$ cat config.mk
export PLATFORM = sky130hd
export DESIGN_NAME = multicycle_ctrl
export DESIGN_NICKNAME = d
export VERILOG_FILES = /design/src/rtl/multicycle_ctrl.sv
export SDC_FILE = /design/constraint.sdc
export NUM_CORES = 1
export LEC_CHECK = 0
export CAP_MARGIN = 30
export CORE_MARGIN = 2
export CORE_UTILIZATION = 41
export CTS_CLUSTER_SIZE = 25
export DETAILED_ROUTE_END_ITERATION = 6
export GPL_TIMING_DRIVEN = 0
export PLACE_DENSITY = 0.74
export SETUP_SLACK_MARGIN = 0.3
export SYNTH_ARGS = -nofsm -noshare
export SYNTH_HDL_FRONTEND = slang
export SYNTH_SLANG_ARGS = --single-unit
$ cat constraint.sdc
create_clock -name clk -period 2.4 [get_ports clk]
set_input_delay 0.36 -clock clk [delete_from_list [all_inputs] [get_ports clk]]
set_output_delay 0.36 -clock clk [all_outputs]
set_load 0.01 [all_outputs]
$ cat src/rtl/multicycle_ctrl.sv
// Multi-cycle control sequencer: holds the instruction register and walks each
// instruction through FETCH/DECODE/EXECUTE/MEMORY/WRITEBACK, with wait-stated
// memory handshakes that trap after MEM_TIMEOUT cycles without an ack.
module multicycle_ctrl #(
  parameter int DATA_WIDTH  = 32,
  parameter int MEM_TIMEOUT = 16
) (
  input  logic        clk,
  input  logic        rst_n,
  output logic        imem_req,
  input  logic        imem_ack,
  input  logic [31:0] imem_rdata,
  output logic [24:0] instruction,
  output logic [2:0]  alu_op,
  output logic [4:0]  rd_addr,
  output logic [2:0]  funct3,
  input  logic        branch_cond,
  output logic        alu_src_b,
  output logic        pc_we,
  output logic [1:0]  pc_src,
  output logic        dmem_req,
  output logic        dmem_we,
  input  logic        dmem_ack,
  output logic        reg_we,
  output logic [1:0]  wb_sel,
  output logic        trap,
  output logic [1:0]  trap_cause
);

  // Fetched instruction words are 32 bits and a request needs at least one cycle to wait.
  generate
    if (MEM_TIMEOUT < 1 || DATA_WIDTH < 32) begin : g_param_check
      $error("multicycle_ctrl: MEM_TIMEOUT must be >= 1 and DATA_WIDTH >= 32");
    end
  endgenerate

  localparam int CNT_W = $clog2(MEM_TIMEOUT + 1);
  // Last cycle a request may still be acked; without an ack the counter would reach MEM_TIMEOUT.
  localparam logic [CNT_W-1:0] CNT_LAST = CNT_W'(MEM_TIMEOUT - 1);

  localparam logic [6:0] OPC_LOAD   = 7'b0000011;
  localparam logic [6:0] OPC_OPIMM  = 7'b0010011;
  localparam logic [6:0] OPC_AUIPC  = 7'b0010111;
  localparam logic [6:0] OPC_STORE  = 7'b0100011;
  localparam logic [6:0] OPC_OP     = 7'b0110011;
  localparam logic [6:0] OPC_LUI    = 7'b0110111;
  localparam logic [6:0] OPC_BRANCH = 7'b1100011;
  localparam logic [6:0] OPC_JALR   = 7'b1100111;
  localparam logic [6:0] OPC_JAL    = 7'b1101111;

  localparam logic [1:0] CAUSE_ILLEGAL = 2'd1;
  localparam logic [1:0] CAUSE_IMEM    = 2'd2;
  localparam logic [1:0] CAUSE_DMEM    = 2'd3;

  typedef enum logic [2:0] {
    S_IDLE, S_FETCH, S_DECODE, S_EXECUTE, S_MEMORY, S_WRITEBACK, S_TRAP
  } state_t;

  state_t           state_reg, state_next;
  logic [31:0]      ir_reg;
  logic             ir_load;
  logic [CNT_W-1:0] wait_cnt_reg, wait_cnt_next;
  logic [1:0]       cause_reg, cause_next;

  logic [6:0] opcode;
  logic       is_load, is_store, is_branch, is_op, is_lui, is_auipc, is_jal, is_jalr, is_opimm;
  logic       opcode_legal;

  assign opcode    = ir_reg[6:0];
  assign is_load   = (opcode == OPC_LOAD);
  assign is_opimm  = (opcode == OPC_OPIMM);
  assign is_auipc  = (opcode == OPC_AUIPC);
  assign is_store  = (opcode == OPC_STORE);
  assign is_op     = (opcode == OPC_OP);
  assign is_lui    = (opcode == OPC_LUI);
  assign is_branch = (opcode == OPC_BRANCH);
  assign is_jalr   = (opcode == OPC_JALR);
  assign is_jal    = (opcode == OPC_JAL);
  assign opcode_legal = is_load | is_opimm | is_auipc | is_store | is_op |
                        is_lui | is_branch | is_jalr | is_jal;

  assign instruction = ir_reg[31:7];
  assign rd_addr     = ir_reg[11:7];
  assign funct3      = ir_reg[14:12];
  assign trap        = (state_reg == S_TRAP);
  assign trap_cause  = cause_reg;

  // Immediate format decoded straight from IR, so it is stable from DECODE until IR is reloaded.
  always_comb begin
    alu_op = 3'd0;
    if (is_store)               alu_op = 3'd1;
    else if (is_branch)         alu_op = 3'd2;
    else if (is_lui | is_auipc) alu_op = 3'd3;
    else if (is_jal)            alu_op = 3'd4;
  end

  // State, instruction register, wait counter and trap cause.
  always_ff @(posedge clk or negedge rst_n) begin
    if (!rst_n) begin
      state_reg    <= S_IDLE;
      ir_reg       <= 32'd0;
      wait_cnt_reg <= '0;
      cause_reg    <= 2'd0;
    end else begin
      state_reg    <= state_next;
      wait_cnt_reg <= wait_cnt_next;
      cause_reg    <= cause_next;
      if (ir_load) ir_reg <= imem_rdata;
    end
  end

  // Next-state and strobe generation.
  always_comb begin
    state_next = state_reg;
    cause_next = cause_reg;
    ir_load    = 1'b0;
    imem_req   = 1'b0;
    dmem_req   = 1'b0;
    dmem_we    = 1'b0;
    alu_src_b  = 1'b0;
    pc_we      = 1'b0;
    pc_src     = 2'd0;
    reg_we     = 1'b0;
    wb_sel     = 2'd0;
    case (state_reg)
      S_IDLE: state_next = S_FETCH;
      S_FETCH: begin
        imem_req = 1'b1;
        if (imem_ack) begin
          ir_load    = 1'b1;
          state_next = S_DECODE;
        end else if (wait_cnt_reg == CNT_LAST) begin
          state_next = S_TRAP;
          cause_next = CAUSE_IMEM;
        end
      end
      S_DECODE: begin
        if (opcode_legal) begin
          state_next = S_EXECUTE;
        end else begin
          state_next = S_TRAP;
          cause_next = CAUSE_ILLEGAL;
        end
      end
      S_EXECUTE: begin
        alu_src_b = !(is_op | is_branch);
        if (is_branch) begin
          pc_we      = 1'b1;
          pc_src     = branch_cond ? 2'd1 : 2'd0;
          state_next = S_FETCH;
        end else if (is_load | is_store) begin
          state_next = S_MEMORY;
        end else begin
          state_next = S_WRITEBACK;
        end
      end
      S_MEMORY: begin
        dmem_req = 1'b1;
        dmem_we  = is_store;
        if (dmem_ack) begin
          if (is_store) begin
            pc_we      = 1'b1;
            state_next = S_FETCH;
          end else begin
            state_next = S_WRITEBACK;
          end
        end else if (wait_cnt_reg == CNT_LAST) begin
          state_next = S_TRAP;
          cause_next = CAUSE_DMEM;
        end
      end
      S_WRITEBACK: begin
        reg_we = (rd_addr != 5'd0);
        pc_we  = 1'b1;
        if (is_load)                wb_sel = 2'd1;
        else if (is_jal | is_jalr)  wb_sel = 2'd2;
        else if (is_lui)            wb_sel = 2'd3;
        if (is_jal)                 pc_src = 2'd1;
        else if (is_jalr)           pc_src = 2'd2;
        state_next = S_FETCH;
      end
      S_TRAP: state_next = S_TRAP;
      default: state_next = S_IDLE;
    endcase
  end

  // Wait counter restarts on every state change and counts unacknowledged request cycles.
  always_comb begin
    wait_cnt_next = wait_cnt_reg;
    if (state_next != state_reg)
      wait_cnt_next = '0;
    else if ((imem_req && !imem_ack) || (dmem_req && !dmem_ack))
      wait_cnt_next = wait_cnt_reg + CNT_W'(1);
  end

endmodule
==> metrics.txt, run 1 <==
CTS H-tree lvls=2; Worst R2R Setup Slack=0.36 ns; f_max=457.9 MHz; die width=81.06 um; share of cells above drive strength 1=0.3946; Worst EP required=2.04 ns; period utilization=0.9099; Reg2Reg Depth=7; Crit. End Element=primary output; antenna violations before repair=0; cell family with most CP delay=simple AND/OR/NAND/NOR gates; top post-synthesis cells by area=dfrtp_1 43%, mux2_2 13%, buf_4 12%, nor2_1 2.0%, nor3_1 1.6%; crit path capture=pc_we; Async SR Flop Fraction=1.000; Root Buffer=clkbuf_8; Placement Cell Area=3402 um2; FF-to-FF End=wait_cnt_reg[4]$_DFFE_PN0P_; Leak=0.001587 uW; Num CTS Buffers=5; syn_area_per_cell=10.97 um2; post-synth design cell area=2435 um2; initial core utilization=0.4187; buffers added on ports=85; sequential fraction of the synthesis area=0.4317; EDFF count, synth=0; post-synthesis compound-gate area fraction=0.1064; ant diodes=0; clk buf depth=2; clk slew on worst S/H paths=0.08 ns; vias in the first global route=1,930; adder-cell share of the synthesized area=0.01028; top cell type's share of synthesized area=0.4317; critical path class=reg -> out; GRT Overall Usage=0.1757; Starting DRT DRC Count=153; library cells used by synthesis=51; DIE HEIGHT=81.06 um; PD cells=1277 nW/um2; stages on the worst setup path=6; filler cell count=512; met1 WL=2343 um; #FFs+latches synth=42; Peak VDD IR=0.6734 mV; Yosys warnings=0; Crit path buffers/inverters=3; IO Pins=86; NumNets Final=370; GPL Wtd Cong=0.8692; slowest stage cell, crit path=dfrtp_1; wirelength, routed=5750 um; Critical Path AT=1.82 ns; fin crit period=2.184 ns; dpl hpwl=4061 um; pin count of the biggest net entering global routing=24; first-pass GRT wire length=8811 um; multiplexer area fraction after synthesis=0.1475; skew final=0.002258 ns; Routed Antenna Nets=0; Placed Cells=383; fin worst setup slack=0.2163 ns; wire per inst=14.13 um; R2R Path Start=wait_cnt_reg[0]$_DFFE_PN0P_; row count=28; Vias=2,012; fin cells=407; post-route cell area=3679 um2; Yosys top cell by area=dfrtp_1; Finish-stage setup viols=0; Top Layer Used=met4; simple-gate portion of the synthesized area=0.1495; beginning of the critical path=ir_reg[3]$_DFFE_PN0P_; routed wl met2=2892 um; WHS=0.02811 ns; Clock Sinks=42; worst path cell trace=buf_6 > nor4bb_4 > buf_4 > and4_4 > a22o_1 > buf_2; Area Overhead vs Synth=51.08%; core box area=5816 um2; post-synthesis cell count=222; main combinational cell family by area after synthesis=simple AND/OR/NAND/NOR gates; dpl ws=0.03981 ns; outcome=complete, no violations; final hold vios=0; Die ar.=6571 um2; metal3 WL=402 um; Max Slew Vio Count=0; Worst Tran Pin Value=0.5049 ns; max reg flops=32; DRC Markers=0; Largest stage delay, worst path=0.38 ns; xor and xnor area share after synthesis=0.01439; max cap viols=0; vias per cell=4.943; DR pass1 iterations=4; unrepaired setup endpoints after global routing=yes; Worst setup SP type=register; Clk Latency, worst-skew pair=0.29 ns; Synth Net Count=261; remaining global-route overflow=0; Max-Slew Margin vs Limit=0.6634; TritonCTS clock tree=done; worst hold path type=in -> async; dominant synthesized flop cell=dfrtp_1; worst-path fanout max=6
-- placed cells by master, fill, tap and decap left out, types with 3 or more instances in the layout --
cell / Yosys / final
a21oi_1: 7 / 7
a31oi_1: 3 / 3
buf_2: 3 / 7
buf_4: 38 / 54
buf_6: 2 / 5
clkbuf_2: 0 / 3
clkbuf_8: 0 / 6
clkdlybuf4s50_1: 0 / 72
dfrtp_1: 42 / 40
dlygate4sd2_1: 0 / 4
mux2_1: 3 / 3
mux2_2: 28 / 28
nand2_1: 10 / 10
nand3_1: 6 / 5
nor2_1: 13 / 11
nor2b_1: 3 / 3
nor3_1: 8 / 6
o21a_1: 3 / 3
o21ai_0: 6 / 5
xor2_1: 3 / 3
-- worst min-delay path by stage --
stage | from | endpoint | slack (ns) | cells past startpoint
after CTS | rst_n | ir_reg[28]$_DFFE_PN0P_ | 0.04 | 1
final | rst_n | ir_reg[28]$_DFFE_PN0P_ | 0.03 | 1
after global placement | ir_reg[25]$_DFFE_PN0P_ | ir_reg[25]$_DFFE_PN0P_ | 0.47 | 1
after detailed placement | rst_n | ir_reg[28]$_DFFE_PN0P_ | 0.36 | 1
after global routing | rst_n | ir_reg[23]$_DFFE_PN0P_ | 0.05 | 1
after floorplan | rst_n | ir_reg[0]$_DFFE_PN0P_ | 0.06 | 0
-- metrics by stage --
step,setup TNS [ns],utilization,total power [uW]
after global routing,0,0.6325,5026
after global placement,-7.442,0.5811,3886
final,0,0.6325,4698
after detailed placement,0,0.5850,3953
after CTS,0,0.6104,4526
after floorplan,0,-,2935
-- worst register-to-register path, delay by kind of cell, from the launching register on --
kind	cells	cell delay, ns
flops	1	0.41
compound gates	3	0.75
fa+ha+maj	2	0.43
simple gates	2	0.35
-- cells in the mapped netlist, types with 2 or more instances --
master	number
nor2_1	13
nand3_1	6
or3b_1	2
nor2b_1	3
buf_2	3
ha_1	2
nor3_1	8
buf_6	2
buf_4	38
nand2b_1	2
mux2_1	3
a22o_1	2
a31oi_1	3
dfrtp_1	42
xor2_1	3
or3_1	2
and3_1	2
mux2_2	28
a21oi_1	7
o21a_1	3
nand2_1	10
o21ai_0	6
inv_1	4
-- routing by layer --
layer / GRT usage / up-vias
met5: 0 / -
met4: 0.07627 / 0
met3: 0.04222 / 12
met2: 0.2893 / 80
met1: 0.2200 / 951
li1: - / 969
-- what timing repair did --
action / 4_1_cts / 5_1_grt
gates resized for setup: 46 / 18
endpoints found under the setup margin: 13 / 12
pin swaps: 3 / 7
hold buffers: 0 / 0
buffers inserted: 4 / 12
-- cells by family after synthesis --
kind of cell	Yosys count
simple gates	61
buf+inv	48
xor+xnor	4
compound gates	33
mux	32
fa+ha+maj	2
flops	42
-- area by class of cell --
type	instances	area, um2	area share
flip-flops and latches	42	1054	0.2864
multi-input cells	132	1124	0.3054
inverters	4	21.27	0.005782
clock buffers	7	86.33	0.02347
well taps	75	93.84	0.02551
plain buffers	44	346.6	0.09422
clock inverters	1	5.005	0.001361
repair buffers	102	948.4	0.2578
-- report_power, final --
group | total (uW) | switching (uW) | internal (uW)
Sequential | 1290 | 248 | 1040
Combinational | 2940 | 1190 | 1750
Clock | 468 | 236 | 232
Total | 4700 | 1680 | 3020
Power figures use the tool's default switching activity.
==> inputs of run 2 (changes only) <==
Settings changed: PLACE_DENSITY 0.74 to 0.77.
Clock period 2.4 ns to 2 ns, I/O delays scaled along.
==> metrics.txt, run 2 (synthesis gave the netlist of run 1 again) <==
slowest stage cell, crit path=dfrtp_1 (unchanged); final hold vios=0 (unchanged); buffers added on ports=85 (unchanged); IO Pins=86 (unchanged); Clk Latency, worst-skew pair=0.29 ns (about the same); Area Overhead vs Synth=62.85% (was 51.08%); commonest non-fill, non-tap cell in the layout=clkdlybuf4s50_1 (unchanged); Psw=2186 uW (was 1676 uW); Sw Share=0.3574 (was 0.3568); most frequent cells in the layout=70 x clkdlybuf4s50_1, 54 x buf_4, 42 x dfrtp_1 (was 72 x clkdlybuf4s50_1, 54 x buf_4, 40 x dfrtp_1); unrepaired setup endpoints after global routing=yes (unchanged); Worst EP required=1.70 ns (was 2.04 ns); filler cell count=465 (was 512); PD cells=1543 nW/um2 (was 1277 nW/um2); FF-to-FF End=wait_cnt_reg[4]$_DFFE_PN0P_ (unchanged); post-route cell area=3965 um2 (was 3679 um2); Max Slew Vio Count=0 (unchanged); Crit path buffers/inverters=2 (was 3); f_max=470.9 MHz; ant diodes=0 (unchanged); remaining global-route overflow=0 (unchanged); die width=81.06 um (unchanged); vias per cell=5.007 (was 4.943); fin worst setup slack=-0.1237 ns (was 0.2163 ns); wire per inst=14.69 um (was 14.13 um); R2R Path Start=ir_reg[3]$_DFFE_PN0P_ (was wait_cnt_reg[0]$_DFFE_PN0P_); clk buf depth=2 (unchanged); GRT Overall Usage=0.1913 (was 0.1757); Worst R2R Setup Slack=0 ns (was 0.36 ns); critical path class=reg -> out (unchanged); period utilization=1.062; TritonCTS clock tree=done (unchanged); outcome=complete, but fails checks (was complete, no violations); fin crit period=2.124 ns; first-pass GRT wire length=9625 um (was 8811 um); Reg2Reg Depth=9 (was 7); worst hold path type=in -> async (unchanged); Peak VDD IR=0.7609 mV (was 0.6734 mV); Clock Sinks=42 (unchanged); worst-path fanout max=3 (was 6); Num CTS Buffers=5 (unchanged); Finished Core Util=0.6818 (was 0.6325); Logic pwr share=0.641 (was 0.625); Seq pwr share=0.250 (was 0.275); Worst Tran Pin Value=0.5157 ns (was 0.5049 ns); DRC Markers=0 (unchanged); failing checks=negative setup slack; Vias=2,093 (was 2,012); antenna violations before repair=0 (unchanged); Critical Path AT=1.82 ns (about the same); Finish-stage setup viols=7 (was 0); dpl hpwl=4113 um (was 4061 um); DIE HEIGHT=81.06 um (unchanged); GPL Wtd Cong=0.8873 (was 0.8692); initial core utilization=0.4187 (unchanged); CTS H-tree lvls=2 (unchanged); Leak=0.001674 uW (was 0.001587 uW); row count=28 (unchanged); worst path cell trace=buf_6 > or3_4 > a2111o_1 > nor2_2 > buf_2 (was buf_6 > nor4bb_4 > buf_4 > and4_4 > a22o_1 > buf_2); max cap viols=0 (unchanged); Worst setup SP type=register (unchanged); Max-Slew Margin vs Limit=0.6519 (was 0.6634); Placement Cell Area=3446 um2 (was 3402 um2); share of cells above drive strength 1=0.4810 (was 0.3946); Root Buffer=clkbuf_8 (unchanged); Internal Dissipation=3930 uW (was 3022 uW); NumNets Final=381 (was 370); vias in the first global route=2,056 (was 1,930); Routed Antenna Nets=0 (unchanged); clk slew on worst S/H paths=0.08 ns (about the same); skew final=0.006658 ns (was 0.002258 ns); Crit. End Element=primary output (unchanged); cell family with most CP delay=simple AND/OR/NAND/NOR gates (unchanged); Starting DRT DRC Count=141 (was 153); wirelength, routed=6139 um (was 5750 um); Largest stage delay, worst path=0.43 ns (was 0.38 ns); DR pass1 iterations=4 (unchanged); Die ar.=6571 um2 (unchanged); max reg flops=32 (unchanged); Clock Power Share=0.109 (was 0.100); pin count of the biggest net entering global routing=24 (unchanged); core box area=5816 um2 (unchanged)
## run 2: cell types whose count changed in the layout (fill, tap and decap cells not counted), sizes merged
cell,previous run,this run
inv,3,4
buf,67,82
clkdlybuf4s50,72,70
clkinv,1,0
dlygate4sd3,0,1
clkdlybuf4s15,0,1
clkbuf,10,9
bufinv,0,1
dlygate4sd2,4,0
## run 2: worst max-delay path by stage
stage                                start                          end  slack, ns  cells after the start
2_1_floorplan  wait_cnt_reg[0]$_DFFE_PN0P_  wait_cnt_reg[4]$_DFFE_PN0P_       0.27                      8
3_3_place_gp                         rst_n        ir_reg[7]$_DFFE_PN0P_      -0.56                      1
3_5_place_dp         ir_reg[4]$_DFFE_PN0P_                    pc_src[0]      -0.25                      5
4_1_cts              ir_reg[2]$_DFFE_PN0P_                    wb_sel[0]      -0.12                      5
5_1_grt              ir_reg[2]$_DFFE_PN0P_                    wb_sel[0]      -0.19                      5
6_report             ir_reg[2]$_DFFE_PN0P_                    wb_sel[0]      -0.12                      5
## run 2: worst register-to-register path, cell delays in order (launching register included)
cell	delay, ns
dfrtp_1	0.38
buf_6	0.13
nor4bb_4	0.30
buf_4	0.16
nor3b_4	0.20
buf_4	0.14
buf_6	0.09
o221ai_4	0.11
a31oi_4	0.28
a2111oi_2	0.09
## run 2: per-layer routing
layer	track usage	wire (um)
met1	0.2256	2489
met2	0.3421	3196
met3	0.03889	333
met4	0.07119	120
met5	0	0
## run 2: layout make-up
cell class              count  area (um2)  share of cell area
inverters                   4       22.52            0.005680
clock inverters             2       37.54            0.009467
clock buffers               6       72.57             0.01830
flip-flops and latches     42        1051              0.2651
plain buffers              44       386.6             0.09751
multi-input cells         132        1251              0.3156
repair buffers            113        1050              0.2648
well taps                  75       93.84             0.02367
## run 2: repair_timing
action                                  CTS  global route
buffers inserted                         19             7
hold buffers                              1             0
resized for setup                        97            23
endpoints found under the setup margin   22            51
endpoints found under the hold margin    19             0
pin swaps                                10            10
## run 2: power groups by stage
stage | logic, uW | registers [uW] | clock network [uW]
floorplan | 2080 | 1480 | 0
global placement | 3170 | 1530 | 0
detailed placement | 3220 | 1550 | 0
CTS | 3660 | 1530 | 688
global route | 4200 | 1590 | 718
finish | 3920 | 1530 | 670
## run 2: stage by stage
step                total power (uW)  instances  setup slack, ns  setup TNS [ns]  hold WS, ns
floorplan                       3562        222           0.2732               0     0.004409
global placement                4694        382          -0.5557          -24.49       0.4700
detailed placement              4765        383          -0.2514          -1.361       0.3038
CTS                             5874        411          -0.1210         -0.2093       0.4973
global route                    6504        418          -0.1929          -1.249       0.5266
finish                          6116        418          -0.1237         -0.4034       0.4927
==> inputs of run 3 (changes only) <==
Settings changed: SLEW_MARGIN from default to 20.
==> results of run 3 <==
No change in the layout: final DEF, timing and power equal those of run 2.
